<file path="src/rtl/calc_sequencer.sv">
// Calculator sequencer: latches BCD operands on operator/equals keys, converts to binary,
// computes A op B, and converts the result back to BCD for display.
module calc_sequencer #(
  parameter int unsigned DIGITS = 4
) (
  input  logic                  clk,
  input  logic                  reset,
  input  logic                  trig,
  input  logic [3:0]            value,
  input  logic [2:0]            op,
  input  logic [DIGITS*4-1:0]   digits,
  output logic                  entry_clr,
  output logic [DIGITS*4-1:0]   display,
  output logic                  neg,
  output logic                  ovf,
  output logic                  busy
);

  localparam int unsigned W  = 4 * DIGITS;
  localparam int unsigned CW = $clog2(W + 1);
  localparam logic [2*W:0] MaxMag = (2*W+1)'(10**DIGITS - 1);

  typedef enum logic [2:0] {
    StEnterA, StLoadA, StEnterB, StLoadB, StExec, StConv, StResult
  } state_e;

  state_e          state_q, state_d;
  logic            trig_q;
  logic [1:0]      opc_q, opc_d;
  logic [W:0]      a_q, a_d, b_q, b_d, r_q, r_d;
  logic [W-1:0]    snap_q, snap_d, acc_q, acc_d, bin_q, bin_d, bcd_q, bcd_d;
  logic [CW-1:0]   cnt_q, cnt_d;
  logic            neg_q, neg_d, ovf_q, ovf_d, clr_q, clr_d;

  logic            key_ev, do_clear;
  logic [W-1:0]    acc_step, bcd_adj;
  logic signed [2*W:0] a_ext, b_ext, r_calc;
  logic [2*W:0]    abs_r;

  assign key_ev = trig & ~trig_q;

  always_comb begin
    acc_step = acc_q * W'(10) + W'(snap_q[W-1 -: 4]);
    a_ext = {{W{a_q[W]}}, a_q};
    b_ext = {{W{b_q[W]}}, b_q};
    case (opc_q)
      2'd1:    r_calc = a_ext + b_ext;
      2'd2:    r_calc = a_ext - b_ext;
      default: r_calc = a_ext * b_ext;
    endcase
    abs_r = r_calc[2*W] ? -r_calc : r_calc;
    // Double-dabble: add 3 to any digit >= 5 before each shift
    bcd_adj = bcd_q;
    for (int i = 0; i < int'(DIGITS); i++) begin
      if (bcd_q[4*i +: 4] >= 4'd5) bcd_adj[4*i +: 4] = bcd_q[4*i +: 4] + 4'd3;
    end
  end

  always_comb begin
    state_d  = state_q;
    opc_d    = opc_q;
    a_d      = a_q;
    b_d      = b_q;
    r_d      = r_q;
    snap_d   = snap_q;
    acc_d    = acc_q;
    bin_d    = bin_q;
    bcd_d    = bcd_q;
    cnt_d    = cnt_q;
    neg_d    = neg_q;
    ovf_d    = ovf_q;
    clr_d    = 1'b0;
    do_clear = 1'b0;

    unique case (state_q)
      StEnterA: begin
        if (key_ev) begin
          if (op == 3'd7) begin
            do_clear = 1'b1;
          end else if (op >= 3'd1 && op <= 3'd3) begin
            opc_d   = op[1:0];
            clr_d   = 1'b1;
            snap_d  = digits;
            acc_d   = '0;
            cnt_d   = '0;
            state_d = StLoadA;
          end
        end
      end
      StLoadA, StLoadB: begin
        acc_d  = acc_step;
        snap_d = snap_q << 4;
        cnt_d  = cnt_q + CW'(1);
        if (cnt_q == CW'(DIGITS - 1)) begin
          if (state_q == StLoadA) begin
            a_d     = {1'b0, acc_step};
            state_d = StEnterB;
          end else begin
            b_d     = {1'b0, acc_step};
            state_d = StExec;
          end
        end
      end
      StEnterB: begin
        if (key_ev) begin
          if (op == 3'd7) begin
            do_clear = 1'b1;
          end else if (op == 3'd4) begin
            clr_d   = 1'b1;
            snap_d  = digits;
            acc_d   = '0;
            cnt_d   = '0;
            state_d = StLoadB;
          end else if (op >= 3'd1 && op <= 3'd3) begin
            opc_d = op[1:0];
          end
        end
      end
      StExec: begin
        r_d     = r_calc[W:0];
        neg_d   = r_calc[2*W];
        ovf_d   = abs_r > MaxMag;
        bin_d   = abs_r[W-1:0];
        bcd_d   = '0;
        cnt_d   = '0;
        state_d = (abs_r > MaxMag) ? StResult : StConv;
      end
      StConv: begin
        bcd_d = {bcd_adj[W-2:0], bin_q[W-1]};
        bin_d = {bin_q[W-2:0], 1'b0};
        cnt_d = cnt_q + CW'(1);
        if (cnt_q == CW'(W - 1)) state_d = StResult;
      end
      StResult: begin
        if (key_ev) begin
          if (op == 3'd7) begin
            do_clear = 1'b1;
          end else if (op == 3'd0 && value <= 4'd9) begin
            neg_d   = 1'b0;
            ovf_d   = 1'b0;
            state_d = StEnterA;
          end else if (op >= 3'd1 && op <= 3'd3) begin
            if (ovf_q) begin
              do_clear = 1'b1;
            end else begin
              // Chain: the previous result becomes operand A without reconversion
              a_d     = r_q;
              opc_d   = op[1:0];
              clr_d   = 1'b1;
              neg_d   = 1'b0;
              state_d = StEnterB;
            end
          end
        end
      end
      default: state_d = StEnterA;
    endcase

    if (do_clear) begin
      state_d = StEnterA;
      clr_d   = 1'b1;
      a_d     = '0;
      b_d     = '0;
      neg_d   = 1'b0;
      ovf_d   = 1'b0;
    end
  end

  always_ff @(posedge clk) begin
    if (reset) begin
      state_q <= StEnterA;
      trig_q  <= 1'b0;
      opc_q   <= 2'd1;
      a_q     <= '0;
      b_q     <= '0;
      r_q     <= '0;
      snap_q  <= '0;
      acc_q   <= '0;
      bin_q   <= '0;
      bcd_q   <= '0;
      cnt_q   <= '0;
      neg_q   <= 1'b0;
      ovf_q   <= 1'b0;
      clr_q   <= 1'b0;
    end else begin
      state_q <= state_d;
      trig_q  <= trig;
      opc_q   <= opc_d;
      a_q     <= a_d;
      b_q     <= b_d;
      r_q     <= r_d;
      snap_q  <= snap_d;
      acc_q   <= acc_d;
      bin_q   <= bin_d;
      bcd_q   <= bcd_d;
      cnt_q   <= cnt_d;
      neg_q   <= neg_d;
      ovf_q   <= ovf_d;
      clr_q   <= clr_d;
    end
  end

  assign entry_clr = clr_q;
  assign neg       = neg_q;
  assign ovf       = ovf_q;
  assign busy      = (state_q == StLoadA) || (state_q == StLoadB) ||
                     (state_q == StExec)  || (state_q == StConv);
  assign display   = (state_q != StResult) ? digits :
                     ovf_q ? {DIGITS{4'h9}} : bcd_q;

endmodule
</file>
<file path="config.mk">
export PLATFORM = sky130hd
export DESIGN_NAME = calc_sequencer
export DESIGN_NICKNAME = d
export VERILOG_FILES = /design/src/rtl/calc_sequencer.sv
export SDC_FILE = /design/constraint.sdc
export NUM_CORES = 1
export LEC_CHECK = 0
export ABC_AREA = 1
export BUFFER_PORTS_ARGS = -buffer_cell sky130_fd_sc_hd__buf_2
export CORE_MARGIN = 1
export CORE_UTILIZATION = 50
export DETAILED_ROUTE_END_ITERATION = 16
export PLACE_DENSITY = 0.79
export REMOVE_ABC_BUFFERS = 1
export SLEW_MARGIN = 20
export SYNTH_ARGS = -nofsm -noshare
export SYNTH_HDL_FRONTEND = slang
export SYNTH_SLANG_ARGS = --single-unit
</file>
<file path="constraint.sdc">
create_clock -name clk -period 6.4 [get_ports clk]
set_clock_uncertainty 0.05 [all_clocks]
set_input_delay 0.32 -clock clk [delete_from_list [all_inputs] [get_ports clk]]
set_output_delay 0.32 -clock clk [all_outputs]
set_load 0.01 [all_outputs]
</file>
## Word level (Yosys, flattened, before mapping)

Index checks and enable logic that the tools add are counted.
Widths: inputs -> output; s select.

| operators by class | value |
|---|---|
| magnitude comparators | 8 |
| $mul | 2 |
| mux-type cells | 98 |
| bitwise logic cells | 3 |
| eq/ne operators | 31 |
| reduce and logical (&&, ||, !) cells | 25 |
| add/sub/neg operators | 9 |

Operators by type and width:

| kind | number |
|---|---|
| $mux 16 | 14 |
| $mux 17 | 7 |
| $pmux 16 s3 | 2 |
| $pmux 33 s2 | 1 |
| $pmux 16 s2 | 2 |
| $mux 3 | 15 |
| $pmux 17 s2 | 1 |
| $gt 33x14->1 const B | 1 |
| $mul 17x17->33 | 1 |
| $mux 33 | 1 |
| $neg 33->33 | 1 |
| $ne 2x2->1 const B | 16 |
| $mux 5 | 6 |
| $mux 1 | 27 |
| $mux 2 | 12 |
| $pmux 5 s4 | 1 |
| $add 17x17->18 | 1 |
| $pmux 3 s6 | 1 |
| $sub 17x17->18 | 1 |
| $add 16x4->16 | 1 |
| $ge 4x3->1 const B | 4 |
| $mul 16x3->15 const B | 1 |
| $eq 3x3->1 const B | 5 |
| $reduce_and 7->1 | 2 |
| other kinds (33) | 52 |

| storage, ports and cells | value |
|---|---|
| logic and storage cells | 190 |
| output and inout bits | 20 |
| input port bits | 26 |
| register bits after elaboration | 128 |

## Logic depth before layout (Yosys ltp)

| logic depth | value |
|---|---|
| depth in word-level cells | 8 |
| depth in mapped cells | 44 |
| gate-level depth less buffers | 42 |

## Least setup slack after synthesis

OpenSTA, ideal clock, no wires.

| path | value |
|---|---|
| path kind | reg2reg |
| start | reg b_q[3] |
| end | reg state_q[1] |
| required time | 6.218 ns |
| period minus slack after synthesis | 6.708 ns |
| library setup time | 0.132 ns |
| slack | -0.308 ns |
| data arrival time | 6.526 ns |
| stages on the path, launching flop included | 36 |
| cell sequence | dfxtp_1 > clkbuf_1 > clkbuf_1 > nand2_1 > fa_1 > fa_1 > inv_1 > fa_1 > fa_1 > fa_1 > inv_1 > fa_1 > inv_1 > ha_1 > a21oi_1 > o21ai_0 > a21oi_1 > o21ai_0 > a21oi_1 > inv_1 > nand2_1 > nand3_1 > nand2_1 > buf_4 > buf_4 > nand3_1 > nand2_1 > inv_1 > nor2_1 > nand2_1 > nor2_1 > nand3_2 > nand2_1 > nand2_1 > nand2_1 > a21oi_1 |

| on the way | value |
|---|---|
| word-level cells in the longest chain between the ends | 7 |
| elaborated cells on any way between the ends | 9 |
| classes of those cells | add/sub (3); mul (1); order compare (1); mux (4) |

RTL lines:

| what | line | source |
|---|---|---|
| start, declared | 30 | `logic [W:0] a_q, a_d, b_q, b_d, r_q, r_d;` |
| start signal, assigned | 175 | `b_q <= '0;` |
| start signal, assigned | 190 | `b_q <= b_d;` |
| $mul 17x17->33 (tied with other cells) | 49 | `default: r_calc = a_ext * b_ext;` |
| $pmux 33 s2 * | 46 | `case (opc_q)` |
| $neg 33->33 | 51 | `abs_r = r_calc[2*W] ? -r_calc : r_calc;` |
| $mux 33 * | 51 |  |
| $gt 33x14->1 * | 126 | `state_d = (abs_r > MaxMag) ? StResult : StConv;` |
| $mux 2 * | 126 |  |
| $pmux 3 s6 * | 75 | `unique case (state_q)` |
| end signal, assigned | 171 | `state_q <= StEnterA;` |
| end signal, assigned | 186 | `state_q <= state_d;` |
| end, declared | 27 | `state_e state_q, state_d;` |

Mark *: on every way between the ends. The rest lies on a longest branch, timed or not.
A chain may end at the register's enable or synchronous reset.

## Worst setup path after layout

| path | value |
|---|---|
| start | reg a_q[12] |
| end | reg state_q[1] |

| on the way | value |
|---|---|
| word-level cells in the longest chain between the ends | 7 |
| elaborated cells on any way between the ends | 9 |
| classes of those cells | add/sub (3); mul (1); order compare (1); mux (4) |

RTL lines:

| what | line | source |
|---|---|---|
| start, declared | 30 |  |
| start signal, assigned | 174 | `a_q <= '0;` |
| start signal, assigned | 189 | `a_q <= a_d;` |
| $mul 17x17->33 (tied with other cells) | 49 |  |
| $pmux 33 s2 * | 46 |  |
| $neg 33->33 | 51 |  |
| $mux 33 * | 51 |  |
| $gt 33x14->1 * | 126 |  |
| $mux 2 * | 126 |  |
| $pmux 3 s6 * | 75 |  |

Marks and branches as above.

==> results.toml <==
[route]
vias_per_cell = 5.35
drtIter0Drc = 2100
drc_errors = 0
first_pass_iters = 8
wirelength_um = 73500
vias = 23000
drtAntennaViolNets = 0
wire_per_inst_um = 17.1

[synthesis]
synth_warnings = 0
synth_top_area_frac = 0.249
async_flop_share = 0
postSynthAreaPerCell_um2 = 6.59
seq_area_frac_synth = 0.114
synth_top_area_cell = "fa_1"
synthesis.area_um2 = 22400
ys_ff_latch = 127
yosysMostFrequentCell = "nand2_1"
ys_top_cells_by_count = "nand2_1, inv_1, fa_1, nand3_1, nor2_1"
ys_types = 48
syn-instance-count = 3394
synth_flop_cell = "dfxtp_1"
synthTopCellsByArea = "fa_1, nand2_1, inv_1"
synth_edf_count = 0

[cts]
cts_buffers = 17
cts_root_buffer = "clkbuf_16"
htreeDepth = 4
cts_tree = "yes"
clock_latency_ns = 0.44
cts_max_path_buffers = 2
cts.clk_slew.worst_paths_ns = 0.06
cts.sinks = 127

[power_and_ir_drop]
p_per_area_nw_per_um2 = 134
sequentialPowerShare = 0.233
clockPowerShare = 0.290
p_switching_uw = 1530
ir_drop_mv = 0.236
static-leakage-power_uw = 0.0151
internal_power_uw = 2180
pwr-share-comb = 0.477
swShare = 0.413

[global_route]
grt_antenna_before_repair = 0
grt_pass1_wl_um = 111000
grt_max_degree = 57
grt.overflow.total = 0
grtUsageTotal = 0.314
grt_pass1_vias = 21700

[timing]
tightest_slew_ns = 1.01
drv_slew = 0
fin_crit_sh = 1.13
fin_crit_ns = 7.23
hold_viol = 0
rsz0062_at_grt = "true"
finalWorstSetupSlack_ns = -0.830
finalSetupViolations = 7
max_slew_margin = 0.325
fmax_ghz = 0.138

[floorplan]
io_pins = 46
start_util = 0.506
die_x_um = 214
num_rows = 77
core_um2 = 44200
die_area_um2 = 45600
die_h_um = 214

[critical_path]
cpLargestDelayFamily = "adder cells"
worstPathRequired_ns = 6.63
path_common_cell = "fa_1"
worstPathArrival_ns = 7.46
timing.rr.end = "state_q[1]"
r2r_start = "a_q[12]"
crit_fanout = 5
critical_path_class = "flip-flop to flip-flop"
cp-end-kind = "flip-flop"
critical_path_buf_inv_count = 8
cp.depth = 37
reg2reg_depth = 37
crit_path_start_kind = "flip-flop"
slowest_stage = "fa_1"
r2r_setup_slack_ns = -0.83
cp_slowest_stage_delay_ns = 0.52

[cells_and_area]
finish.utilization = 0.628
nFillCells = 3671
finalNonFillerCells = 4297
final_net_count = 4151
syn_to_final_growth_pct = 24.2
num_antenna_cells = 0
layout-drive-gt1-share = 0.224

[placed_design]
place_congestion = 0.979
hpwl_um = 56000
portBuffers = 44
dpl.cell_count = 4205

[hold_path]
min_from = "trig"
min_to = "trig_q"
hold_class = "input port to flip-flop"
hold_path_depth = 3

[flow_run]
maxCapViolCount = 0

[outcome]
status = "finished with violations"
failed_checks = "negative setup slack"
worst register-to-register path: cells and delay by family, from the launching register on:
family | cells | cell delay [ns]
buffers and inverters | 8 | 0.99
AO/OA/AOI/OAI | 3 | 0.63
adder cells (fa/ha/maj) | 8 | 3.36
flip-flops | 1 | 0.33
AND/OR/NAND/NOR | 18 | 1.74
state kept, by name (all words and copies together) (netlist names), 2 cells and up:
name and count:
state_q 3, b_q 16, snap_q 16, acc_q 15, cnt_q 5, opc_q 2, a_q 17, bin_q 16
r_q 17, bcd_q 16
stage by stage:
stage	setup WS (ns)	total power [uW]	area [um^2]	hold slack, ns	TNS, ns
finish	-0.830	3720	27800	0.0483	-2.62
global route	-1.04	3910	27800	0.0570	-5.43
CTS	-0.456	3560	27000	0.0374	-1.26
detailed placement	-0.950	2420	25300	0.408	-5.77
global placement	-0.898	2420	25300	0.404	-3.49
floorplan	-1.09	1820	21800	0.339	-9.71
logic make-up after synthesis:
group                      after synthesis  synth area share
AOI/OAI and AO/OA                      332            0.0817
and+or+nand+nor                       1511             0.287
xor gates and xnor gates                46            0.0180
buffers and inverters                  945             0.164
DFF                                    127             0.114
adders and majority gates              433             0.335
layout by cell type (no fill, tap or decap), drive strengths merged, types with 10 or more instances in the layout:
| cell | count |
|---|---|
| xor2 | 33 |
| o211ai | 10 |
| fa | 278 |
| inv | 807 |
| nor3 | 28 |
| a21oi | 154 |
| nand3b | 14 |
| a31oi | 41 |
| clkinv | 12 |
| ha | 155 |
| dfxtp | 127 |
| nand3 | 200 |
| clkbuf | 19 |
| o21ai | 104 |
| nand2 | 1038 |
| nor2 | 183 |
| xnor2 | 13 |
| nand4 | 32 |
| buf | 409 |
layer usage:
metal  wire length (um)  global-route usage  up-vias
met5                  0                   0        -
met4               2810               0.101        0
met3               6640              0.0507      223
met2              34300               0.513     1209
met1              29700               0.423    10800
li1                   -                   -    10800
cell type report:
| class | instances | area (um^2) | share of cell area |
|---|---|---|---|
| Timing Repair Buffer | 411 | 3430 | 0.123 |
| Inverter | 813 | 3060 | 0.110 |
| Sequential cell | 127 | 2590 | 0.0934 |
| Multi-Input combinational cell | 2322 | 17300 | 0.623 |
| Tap cell | 592 | 741 | 0.0267 |
| Clock buffer | 17 | 425 | 0.0153 |
| Clock inverter | 15 | 218 | 0.00784 |
repair_timing:
item,4_1_cts,5_1_grt
endpoints found under the setup margin,19,18
cloned,0,2
buffers inserted,29,29
gates resized for setup,217,156
pin swaps,124,120
hold buffers,0,0
power by group through the flow:
| stage | registers (uW) | clock network, uW | logic, uW |
|---|---|---|---|
| 4_1_cts | 864 | 1080 | 1610 |
| 6_report | 865 | 1080 | 1770 |
| 2_1_floorplan | 888 | 0 | 928 |
| 5_1_grt | 868 | 1120 | 1930 |
| 3_3_place_gp | 879 | 0 | 1540 |
| 3_5_place_dp | 880 | 0 | 1540 |
how the worst max path moves through the flow:
stage / from / to / slack [ns]
2_1_floorplan: a_q[16] / state_q[1] / -1.09
3_3_place_gp: b_q[5] / state_q[1] / -0.90
3_5_place_dp: b_q[5] / state_q[1] / -0.95
4_1_cts: b_q[5] / state_q[1] / -0.46
5_1_grt: a_q[16] / state_q[1] / -1.04
6_report: a_q[12] / state_q[1] / -0.83
(Power assumes the default switching activity.)
